**config.mk**
```make
export PLATFORM = sky130hd
export DESIGN_NAME = vec_gen
export DESIGN_NICKNAME = d
export VERILOG_FILES = /design/src/rtl/vec_gen.sv
export SDC_FILE = /design/constraint.sdc
export NUM_CORES = 1
export LEC_CHECK = 0
export CORE_ASPECT_RATIO = 0.9
export CORE_MARGIN = 10
export CORE_UTILIZATION = 55
export CTS_CLUSTER_DIAMETER = 200
export DETAILED_ROUTE_END_ITERATION = 10
export PLACE_DENSITY = 0.81
export SLEW_MARGIN = 20
export SYNTH_ARGS = -nofsm -noshare
export SYNTH_HDL_FRONTEND = slang
export SYNTH_SLANG_ARGS = --single-unit
export TNS_END_PERCENT = 1
```
**constraint.sdc**
```tcl
create_clock -name clk -period 2.5 [get_ports clk]
set_input_delay 0.5 -clock clk [delete_from_list [all_inputs] [get_ports clk]]
set_output_delay 0.5 -clock clk [all_outputs]
set_load 0.01 [all_outputs]
```
**src/rtl/vec_gen.sv**
```systemverilog
// Valid/ready test-vector generator: INC / LFSR / WALK1 / ALT patterns,
// programmable burst length (0 = continuous), abort via run deassertion.
module vec_gen #(
    parameter int              WIDTH = 8,
    parameter int              LEN_W = 8,
    parameter logic [WIDTH-1:0] SEED = 'h01,
    parameter logic [WIDTH-1:0] TAPS = 'hB8
) (
    input  logic             clk,
    input  logic             rst_n,
    input  logic             run,
    input  logic [1:0]       mode,
    input  logic [LEN_W-1:0] len,
    input  logic             vec_ready,
    output logic             vec_valid,
    output logic [WIDTH-1:0] vector,
    output logic             busy,
    output logic             done
);

    typedef enum logic [1:0] {IDLE = 2'd0, GEN = 2'd1, DRAIN = 2'd2} state_t;

    localparam logic [1:0] M_INC = 2'd0, M_LFSR = 2'd1, M_WALK = 2'd2, M_ALT = 2'd3;

    state_t             state_q, state_d;
    logic               run_q, run_d;
    logic [1:0]         mode_q, mode_d;
    logic [LEN_W-1:0]   len_q, len_d;
    logic [LEN_W-1:0]   cnt_q, cnt_d;
    logic [WIDTH-1:0]   vector_q, vector_d;
    logic               valid_q, valid_d;
    logic               busy_q, busy_d;
    logic               done_q, done_d;

    logic               xfer;
    logic               last;
    logic [LEN_W-1:0]   cnt_inc;

    function automatic logic [WIDTH-1:0] first_pat(input logic [1:0] m);
        logic [WIDTH-1:0] r;
        r = '0;
        case (m)
            M_INC:   r = '0;
            M_LFSR:  r = (SEED == '0) ? WIDTH'(1) : SEED;
            M_WALK:  r = WIDTH'(1);
            default: for (int i = 0; i < WIDTH; i++) r[i] = (i % 2 == 0);
        endcase
        return r;
    endfunction

    function automatic logic [WIDTH-1:0] next_pat(input logic [1:0] m,
                                                  input logic [WIDTH-1:0] v);
        logic [WIDTH-1:0] r;
        case (m)
            M_INC:   r = v + WIDTH'(1);
            M_LFSR:  r = {v[WIDTH-2:0], ^(v & TAPS)};
            M_WALK:  r = {v[WIDTH-2:0], v[WIDTH-1]};
            default: r = ~v;
        endcase
        return r;
    endfunction

    assign xfer    = valid_q && vec_ready;
    assign cnt_inc = cnt_q + LEN_W'(1);
    // A zero latched length means continuous: the counter wraps and never completes.
    assign last    = (len_q != '0) && (cnt_inc == len_q);

    always_comb begin
        state_d  = state_q;
        run_d    = run;
        mode_d   = mode_q;
        len_d    = len_q;
        cnt_d    = cnt_q;
        vector_d = vector_q;
        valid_d  = valid_q;
        busy_d   = busy_q;
        done_d   = 1'b0;

        case (state_q)
            IDLE: begin
                if (run && !run_q) begin
                    mode_d   = mode;
                    len_d    = len;
                    cnt_d    = '0;
                    vector_d = first_pat(mode);
                    valid_d  = 1'b1;
                    busy_d   = 1'b1;
                    state_d  = GEN;
                end
            end
            GEN, DRAIN: begin
                if (xfer) begin
                    cnt_d    = cnt_inc;
                    vector_d = next_pat(mode_q, vector_q);
                    // Final beat completes even if run dropped on the same edge.
                    if (last || !run || state_q == DRAIN) begin
                        valid_d = 1'b0;
                        busy_d  = 1'b0;
                        done_d  = last;
                        state_d = IDLE;
                    end
                end else if (!run) begin
                    state_d = DRAIN;
                end
            end
            default: begin
                valid_d = 1'b0;
                busy_d  = 1'b0;
                state_d = IDLE;
            end
        endcase
    end

    always_ff @(posedge clk) begin
        if (!rst_n) begin
            state_q  <= IDLE;
            run_q    <= 1'b0;
            mode_q   <= '0;
            len_q    <= '0;
            cnt_q    <= '0;
            vector_q <= '0;
            valid_q  <= 1'b0;
            busy_q   <= 1'b0;
            done_q   <= 1'b0;
        end else begin
            state_q  <= state_d;
            run_q    <= run_d;
            mode_q   <= mode_d;
            len_q    <= len_d;
            cnt_q    <= cnt_d;
            vector_q <= vector_d;
            valid_q  <= valid_d;
            busy_q   <= busy_d;
            done_q   <= done_d;
        end
    end

    assign vec_valid = valid_q;
    assign vector    = vector_q;
    assign busy      = busy_q;
    assign done      = done_q;

endmodule

```
# Word-level counts from Yosys, hierarchy flattened
# Index checks and enable logic that the tools add are counted.
# totals
output_inout_bits	11
in_bits	14
reg_bits	31
wordCells	60
# classes
bitwise	1
eq_ne	12
addsub	2
reduce_logical	20
muxes	17
# op_table
cell	n
8-bit two-way mux	4
8-bit case mux with 2 select lines	2
8-bit case mux with 3 select lines	1
8-bit by 1-bit adder with 8-bit output (second input constant)	2
7-bit case mux with 2 select lines	1
3-bit AND reduction	3
8-bit equality test	1
2-bit two-way mux	4
8-bit inverter	1
8-bit nonzero test	1
8-bit XOR reduction	1
2-bit by 1-bit equality test with 1-bit output (second input constant)	3
2-bit equality test (second input constant)	3
2-bit zero test	3
2-bit != test (second input constant)	3
3-bit != test (second input constant)	2
2-bit case mux with 2 select lines	1
4-bit AND reduction	1
2-bit OR reduction	2
1-bit logical AND	3
1-bit two-way mux	3
1-bit zero test	2
1-bit logical OR	2
1-bit case mux with 2 select lines	1
2 further kinds	2

# Logic depth before layout (Yosys ltp)
# Gate-level depths: netlist of the first run.
# logic_depth
depth_word	8
depth_mapped	10
ltp_nobuf	8

# Least setup slack after synthesis of the first run
# No wires, ideal clock.
# synth_timing
path_type	register to register
from	register cnt_q[0]
to	register busy_q, in the netlist busy
path_slack_ns	0.551
required_ns	2.383
setup_time_ns	0.117
t_arrival_ns	1.832
path_stages_with_launch	8
path_buffers	0
period_less_slack_ns	1.949
cell_sequence	dfxtp_1 ha_1 nand3_1 a2bb2oi_1 a221oi_1 nor4_2 o21a_2 a32o_1
# synth_via
elab_chain_len	7
# synth_lines
element	line_no	source
start: declaration	29	logic [LEN_W-1:0] cnt_q, cnt_d;
start signal: assignment	130	cnt_q <= cnt_d;
8-bit by 1-bit adder with 8-bit output	64	assign cnt_inc = cnt_q + LEN_W'(1);
8-bit equality test	66	assign last = (len_q != '0) && (cnt_inc == len_q);
1-bit logical AND	66	
1-bit logical OR (2 in a row)	96	if (last || !run || state_q == DRAIN) begin
2-bit != test (no source line)	--	
3-bit AND reduction (no source line)	--	
end signal: assignment	133	busy_q <= busy_d;
end: declaration	32	logic busy_q, busy_d;
# Every way passes these cells.
# A chain may end at the register's enable or synchronous reset.

# Worst setup path after layout of the first run
# Same ends and word-level chain as after synthesis.

==> results_dict.tcl, run 1 <==
set metrics [dict create \
    post_cts_resized 0 \
    report.final.slew_viol_count 0 \
    setup_viol 0 \
    p_per_area_mw_per_mm2 746 \
    status "finished clean" \
    rr_startpoint "cnt_q[0]" \
    clock-skew-final_ps 3.00 \
    rsz0062_at_grt "false" \
    cts_tree "done" \
    critPathKind "reg2reg" \
    path_max_fanout 8 \
    grt_pass1_vias 1802 \
    fmax_mhz 441 \
    seq_area_frac_synth 0.313 \
    yosys.cell_types.count 47 \
    h-tree-depth 2 \
    hold_class "reg2reg" \
    postCtsHoldBufs 0 \
    syn-num-nets 279 \
    dp_hpwl_um 3600 \
    detail-route-antenna-nets 0 \
    endpoint "busy" \
    dieArea_mm2 0.00641 \
    post_cts_buffers 0 \
    required_ps 2680 \
    ys.flop_type "dfxtp_1" \
    slew_headroom 0.589 \
    synth_edf_count 0 \
    firstDrtPassIters 4 \
    synthCells 260 \
    reg2reg_slack_ps 230 \
    core-area_mm2 0.00343 \
    rows 20 \
    grt-ovfl-total 0 \
    drt_wl_total_um 4860 \
    drv_cap 0 \
    drtIter0Drc 178 \
    io_buffers 24 \
    cp-startpoint "cnt_q[0]" \
    initial_core_util 0.578 \
    fin_tns_setup_ps 0 \
    track_usage 0.149 \
    mostFrequentLayoutCells "31 x dfxtp_1, 30 x nand2_1, 25 x o21ai_0" \
    dp_slack_ps 271 \
    chipWidth_um 83.3 \
    cts.sinks 31 \
    cts_buffer_depth 2 \
    io_pins 25 \
    viasPerCell 5.89 \
    cts_buffers 5 \
    worst_pin_slew_ps 613 \
    reg2reg_depth 7 \
    cp.arrival_ps 2450 \
    syn_area_mm2 0.00198 \
    syn_avg_cell_area_um2 7.62 \
    layout_min_cycle_time_ps 2270 \
    finalNetCount 300 \
    finalCritPeriodShare 0.906 \
    ys_seq_elements 31 \
    die_h_um 77.0 \
    clk_pin_slew_worst_paths_ps 60 \
    hold_viol 0 \
    antenna_found_initial 0 \
    n_antenna_cell 0 \
    globalplace.congestion 0.872 \
    async_reset_ff_frac 0 \
    hold_path_depth 2 \
    remaining_drc_errors 0 \
    drive_gt1_frac 0.0709 \
    yosys_warnings 0 \
    endpoint_kind "flip-flop" \
    final_common_cell "dfxtp_1" \
    cp-start-kind "flip-flop" \
    grt_max_degree 22 \
    layout_setup_ws_ps 234 \
    vias 1921 \
    clk_latency_ps 290 \
    clockRootBuffer "clkbuf_8" \
    syn_to_final_growth_pct 18.6 \
    ir_drop_uv 522 \
    r2r_end "busy" \
    leakagePower_nw 0.845 \
    routedWlPerCell_um 14.9 \
    placed_cells 318 \
    grt_pass1_wl_um 8310 \
    stdcell_count 326 \
]
==> power by group <==
part           total [mW]  internal [mW]  leakage [nW]  switching, mW
Combinational       0.651          0.305         0.541          0.346
Sequential          0.663          0.558         0.253          0.105
Clock               0.438          0.251        0.0515          0.187
==> worst max-delay path, stage by stage (launching register included) <==
cell and delay, ps:
dfxtp_1 480, ha_1 320, xor2_1 150, a211oi_1 270, nand3_1 140, nor4_2 400, o21ai_0 170, a32o_1 230
==> metal layers <==
metal | share of wire | wire length [um] | global-route usage | up-vias
li1 | - | - | - | 961
met1 | 0.45 | 2190 | 0.185 | 906
met2 | 0.48 | 2360 | 0.244 | 48
met3 | 0.053 | 259 | 0.0433 | 6
met4 | 0.011 | 51 | 0.0374 | 0
met5 | 0 | 0 | 0 | -
==> flip-flops by register name (all words and copies together), names as in the netlist <==
name     cells
len_q        8
vector       8
cnt_q        8
run_q        1
done         1
state_q      2
busy         1
mode_q       2
==> kinds of logic (layout without fill, tap and decap cells) <==
logic type,after synthesis,count (layout),synth area share
and+or+nand+nor,101,101,0.268
AOI/OAI and AO/OA,81,81,0.261
DFF,31,31,0.313
buffers and inverters,28,50,0.0631
xor gates and xnor gates,12,12,0.0530
adders and majority gates,5,5,0.0316
muxes,2,2,0.0101
==> through the flow <==
stage                     hold WS (ps)  utilization  cell area [um^2]  power [mW]
after floorplan                    435            -              1980        1.07
after global placement             449        0.656              2250        1.30
after detailed placement           459        0.656              2250        1.32
after CTS                          468        0.685              2350        1.75
after global routing               480        0.685              2350        1.85
final                              467        0.685              2350        1.75
==> synth_stat cells (all sizes together) (2+ instances only) <==
master	instances	share of area
a211o	3	0.013
a21boi	16	0.063
a21oi	18	0.045
a221oi	2	0.0088
a22oi	2	0.0076
a31oi	3	0.0095
a32o	2	0.010
and2	4	0.013
and3	4	0.013
and4	2	0.010
buf	4	0.018
clkbuf	14	0.027
dfxtp	31	0.31
ha	5	0.032
inv	10	0.019
mux2i	2	0.010
nand2	30	0.057
nand2b	7	0.022
nand3	17	0.043
nor2	12	0.023
nor2b	12	0.038
nor3b	3	0.011
nor4	3	0.013
nor4b	2	0.0088
o21a	2	0.0082
o21ai	26	0.066
o221ai	2	0.0088
xnor2	7	0.031
xor2	5	0.022
==> area by class of cell <==
class / count / area (um^2)
Fill cell: 281 / 1080
Multi-Input combinational cell: 201 / 1240
Clock buffer: 8 / 100
Timing Repair Buffer: 32 / 300
Inverter: 10 / 37.5
Tap cell: 44 / 55.1
Sequential cell: 31 / 621
==> worst min-delay path by stage <==
stage / start / end / slack, ps
floorplan: state_q[0] / state_q[0] / 430
global placement: state_q[0] / state_q[0] / 450
detailed placement: state_q[0] / state_q[0] / 460
CTS: state_q[0] / state_q[0] / 470
global route: state_q[0] / state_q[0] / 480
finish: state_q[0] / state_q[0] / 470
(Power assumes the default switching activity.)
==> run 2, diff against run 1 <==
==> constraint.sdc (replaced) <==
create_clock -name clk -period 2.6 [get_ports clk]
set_input_delay 0.52 -clock clk [delete_from_list [all_inputs] [get_ports clk]]
set_output_delay 0.52 -clock clk [all_outputs]
set_load 0.01 [all_outputs]
==> results_dict.tcl, run 2 (synthesized netlist as in run 1, its figures left out) <==
set metrics [dict create \
    cp.depth 7 \
    cts_buffer_depth 2 \
    drv_cap 0 \
    dp_hpwl_um 3360 \
    cpLargestDelayFamily "simple AND/OR/NAND/NOR gates" \
    fmax_mhz 451 \
    grt-ovfl-total 0 \
    path_buf_inv 0 \
    p_comb_frac 0.354 \
    routedWlPerCell_um 14.7 \
    wl_met3_um 230 \
    p_per_area_mw_per_mm2 743 \
    post_cts_resized 0 \
    finalNetCount 299 \
    required_ps 2790 \
    clk_pin_slew_worst_paths_ps 60 \
    firstDrtPassIters 4 \
    switchingPower_uw 614 \
    hold_path_depth 2 \
    mostFrequentLayoutCells "31 x dfxtp_1, 30 x nand2_1, 25 x o21ai_0" \
    setup_viol 0 \
    holdWs_ps 460 \
    path_max_fanout 8 \
    core-area_mm2 0.00343 \
    p_seq_frac 0.362 \
    clock-skew-final_ps 7.39 \
    initial_core_util 0.578 \
    h-tree-depth 2 \
    antenna_found_initial 0 \
    rsz0062_at_grt "false" \
    postCtsHoldBufs 0 \
    clk_latency_ps 300 \
    final_common_cell "dfxtp_1" \
    p_sw_frac 0.350 \
    grt_pass1_wl_um 7940 \
    layout_setup_ws_ps 382 \
    internal_power_mw 1.14 \
    endpoint_kind "flip-flop" \
    vias 1906 \
    globalplace.congestion 0.878 \
    chipWidth_um 83.3 \
    layout_min_cycle_time_ps 2220 \
    worst_pin_slew_ps 640 \
    io_buffers 24 \
    grt_max_degree 35 \
    cp-start-kind "flip-flop" \
    status "finished clean" \
    clockRootBuffer "clkbuf_8" \
    drtIter0Drc 119 \
    drt-met1-wl_um 2180 \
    syn_to_final_growth_pct 19.1 \
    dp_slack_ps 261 \
    drive_gt1_frac 0.0712 \
    critPathKind "reg2reg" \
    slowest_stage "dfxtp_1" \
    track_usage 0.145 \
    cp.arrival_ps 2400 \
    p_clk_frac 0.284 \
    crit_chain "ha_1 > nand3_1 > nor2_1 > a221oi_1 > nor4_2 > o21ai_0 > a32o_1" \
    report.final.slew_viol_count 0 \
    crit_path_max_incr_delay_ps 470 \
    viasPerCell 5.86 \
    fin_tns_setup_ps 0 \
    ir_drop_uv 494 \
    detail-route-antenna-nets 0 \
    cts_tree "done" \
    hold_viol 0 \
    cts_buffers 5 \
    io_pins 25 \
    drt_wl_total_um 4760 \
    hold_class "reg2reg" \
    dr_wl_met2_um 2240 \
    leakagePower_nw 0.850 \
    remaining_drc_errors 0 \
    reg2reg_depth 7 \
    post_cts_buffers 0 \
    dieArea_mm2 0.00641 \
    cts.sinks 31 \
    die_h_um 77.0 \
    n_antenna_cell 0 \
    rows 20 \
    finalCritPeriodShare 0.853 \
    slew_headroom 0.570 \
    grt_pass1_vias 1800 \
    top_layer_used "met4" \
]
-- run 2: cell types whose count changed in the layout (fill, tap and decap cells not counted) --
cell / previous run / this run
bufinv_16: 0 / 1
clkinv_2: 0 / 1
clkbuf_8: 7 / 6
buf_4: 8 / 7
clkbuf_1: 1 / 0
-- run 2: worst reg2reg max path: stages (launching register included) --
cell	delay (ps)
dfxtp_1	470
ha_1	280
nand3_1	210
nor2_1	210
a221oi_1	110
nor4_2	440
o21ai_0	160
a32o_1	230
-- run 2: layout make-up --
cell class,instances,area [um^2]
Inverter,10,37.5
Multi-Input combinational cell,201,1240
Tap cell,44,55.1
Sequential cell,31,621
Clock inverter,2,35.0
Timing Repair Buffer,31,293
Fill cell,283,1070
Clock buffer,6,82.6
-- run 2: power groups by stage --
stage	sequential (mW)	combinational (mW)	clock (mW)
finish	0.635	0.620	0.499
global route	0.646	0.685	0.524
CTS	0.631	0.618	0.503
detailed placement	0.642	0.612	0
global placement	0.643	0.606	0
floorplan	0.615	0.414	0
-- run 2: routing by layer --
| metal | vias up | global-route usage |
|---|---|---|
| met5 | - | 0 |
| met3 | 9 | 0.0370 |
| met2 | 45 | 0.238 |
| li1 | 957 | - |
| met1 | 895 | 0.164 |
| met4 | 0 | 0.0867 |
-- run 2: per-stage QoR --
| stage | std cells | instance area, um^2 | util | total power, mW |
|---|---|---|---|---|
| after global routing | 325 | 2360 | 0.688 | 1.86 |
| after CTS | 325 | 2360 | 0.688 | 1.75 |
| after global placement | 317 | 2240 | 0.654 | 1.25 |
| after detailed placement | 317 | 2240 | 0.654 | 1.25 |
| final | 325 | 2360 | 0.688 | 1.75 |
| after floorplan | 260 | 1980 | - | 1.03 |
-- run 2: final timing paths --
| path | start | endpoint | slack, ps |
|---|---|---|---|
| min reg2reg | state_q[0] | state_q[0] | 460 |
| min | state_q[0] | state_q[0] | 460 |
| max reg2reg | cnt_q[0] | busy | 380 |
| max | cnt_q[0] | busy | 380 |
==> run 3, diff against run 2 <==
--- a/config.mk
+++ b/config.mk
@@ -10,7 +10,7 @@
 export CORE_UTILIZATION = 55
 export CTS_CLUSTER_DIAMETER = 200
 export DETAILED_ROUTE_END_ITERATION = 10
-export PLACE_DENSITY = 0.81
+export PLACE_DENSITY_LB_ADDON = 0.05
 export SLEW_MARGIN = 20
 export SYNTH_ARGS = -nofsm -noshare
 export SYNTH_HDL_FRONTEND = slang
==> results_dict.tcl, run 3 (synthesized netlist as in run 1, its figures left out) <==
set metrics [dict create \
    final_common_cell "dfxtp_1" \
    post_cts_resized 0 \
    syn_to_final_growth_pct 18.7 \
    dieArea_mm2 0.00641 \
    final_area_mm2 0.00235 \
    drive_gt1_frac 0.0679 \
    reg2reg_slack_ps 370 \
    r2r_end "busy" \
    die_h_um 77.0 \
    leakagePower_nw 0.845 \
    critPathKind "reg2reg" \
    cp.depth 7 \
    mostFrequentLayoutCells "31 x dfxtp_1, 30 x nand2_1, 25 x o21ai_0" \
    io_buffers 24 \
    routedWlPerCell_um 14.7 \
    fin_tns_setup_ps 0 \
    track_usage 0.145 \
    vias 1849 \
    firstDrtPassIters 4 \
    finalCritPeriodShare 0.857 \
    crit_chain "ha_1 > nand3_1 > a2bb2oi_1 > a221oi_1 > nor4_2 > o21a_2 > a32o_1" \
    endpoint_kind "flip-flop" \
    fmax_mhz 449 \
    n_antenna_cell 0 \
    holdWs_ps 463 \
    cp.arrival_ps 2410 \
    cts.sinks 31 \
    setup_viol 0 \
    rows 20 \
    cts_tree "done" \
    hold_viol 0 \
    drt_wl_total_um 4770 \
    layout_setup_ws_ps 371 \
    clock-skew-final_ps 4.47 \
    grt_pass1_wl_um 8020 \
    worst_pin_slew_ps 586 \
    p_per_area_mw_per_mm2 739 \
    globalplace.congestion 0.825 \
    path_buf_inv 0 \
    path_max_fanout 8 \
    clockRootBuffer "clkbuf_8" \
    dpl_cell_area_mm2 0.00223 \
    detail-route-antenna-nets 0 \
    endpoint "busy" \
    grt-ovfl-total 0 \
    initial_core_util 0.578 \
    post-route-util 0.686 \
    dr_wl_met2_um 2080 \
    cp-startpoint "cnt_q[0]" \
    chipWidth_um 83.3 \
    cp-start-kind "flip-flop" \
    slowest_stage "dfxtp_1" \
    rsz0062_at_grt "false" \
    core-area_mm2 0.00343 \
    dp_hpwl_um 3560 \
    clk_latency_ps 280 \
    crit_path_max_incr_delay_ps 460 \
    layout_min_cycle_time_ps 2230 \
    status "finished clean" \
    cts_buffer_depth 2 \
    drt-met1-wl_um 2370 \
    wl_met3_um 261 \
    reg2reg_depth 7 \
    drtIter0Drc 152 \
    placed_cells 316 \
    power_mw 1.74 \
    dp_slack_ps 226 \
    ir_drop_uv 717 \
    antenna_found_initial 0 \
    hold_class "reg2reg" \
    rr_startpoint "cnt_q[0]" \
    drv_cap 0 \
    cts_buffers 5 \
    grt_max_degree 20 \
    clk_pin_slew_worst_paths_ps 70 \
    finalNetCount 298 \
    required_ps 2780 \
    viasPerCell 5.71 \
    postCtsHoldBufs 0 \
    h-tree-depth 2 \
    remaining_drc_errors 0 \
    top_layer_used "met4" \
    cpLargestDelayFamily "compound AO/OA/AOI/OAI gates" \
    report.final.slew_viol_count 0 \
    io_pins 25 \
    grt_pass1_vias 1765 \
    post_cts_buffers 0 \
    stdcell_count 324 \
    slew_headroom 0.609 \
]
[run 3: changes by cell type in the layout (fill, tap and decap cells not counted)]
cell   change
buf_4      -1
[run 3: worst min-delay path by stage]
| stage | cells after the start | to | from | slack, ps |
|---|---|---|---|---|
| global route | 2 | state_q[0] | state_q[0] | 490 |
| detailed placement | 2 | state_q[0] | state_q[0] | 460 |
| finish | 2 | state_q[0] | state_q[0] | 460 |
| floorplan | 2 | state_q[0] | state_q[0] | 430 |
| CTS | 2 | state_q[0] | state_q[0] | 470 |
| global placement | 2 | state_q[0] | state_q[0] | 450 |
[run 3: routing by layer]
metal | vias up | track usage
li1 | 954 | -
met1 | 848 | 0.188
met2 | 41 | 0.225
met3 | 6 | 0.0391
met4 | 0 | 0.0459
met5 | - | 0
[run 3: layout make-up]
class / count / area, um^2
Clock buffer: 6 / 82.6
Multi-Input combinational cell: 201 / 1240
Fill cell: 288 / 1080
Inverter: 10 / 37.5
Tap cell: 44 / 55.1
Clock inverter: 2 / 35.0
Sequential cell: 31 / 621
Timing Repair Buffer: 30 / 285
[run 3: where the power goes]
group          internal (mW)  switching, mW  total, mW
clock network          0.310          0.182      0.492
registers              0.537          0.101      0.637
logic                  0.284          0.324      0.608
total                   1.13          0.607       1.74
[run 3: worst reg2reg max path, delay by kind of cell (launching register included)]
family / cells / cell delay (ps)
DFF: 1 / 460
adders and majority gates: 1 / 290
and+or+nand+nor: 2 / 330
AOI/OAI and AO/OA: 4 / 1050
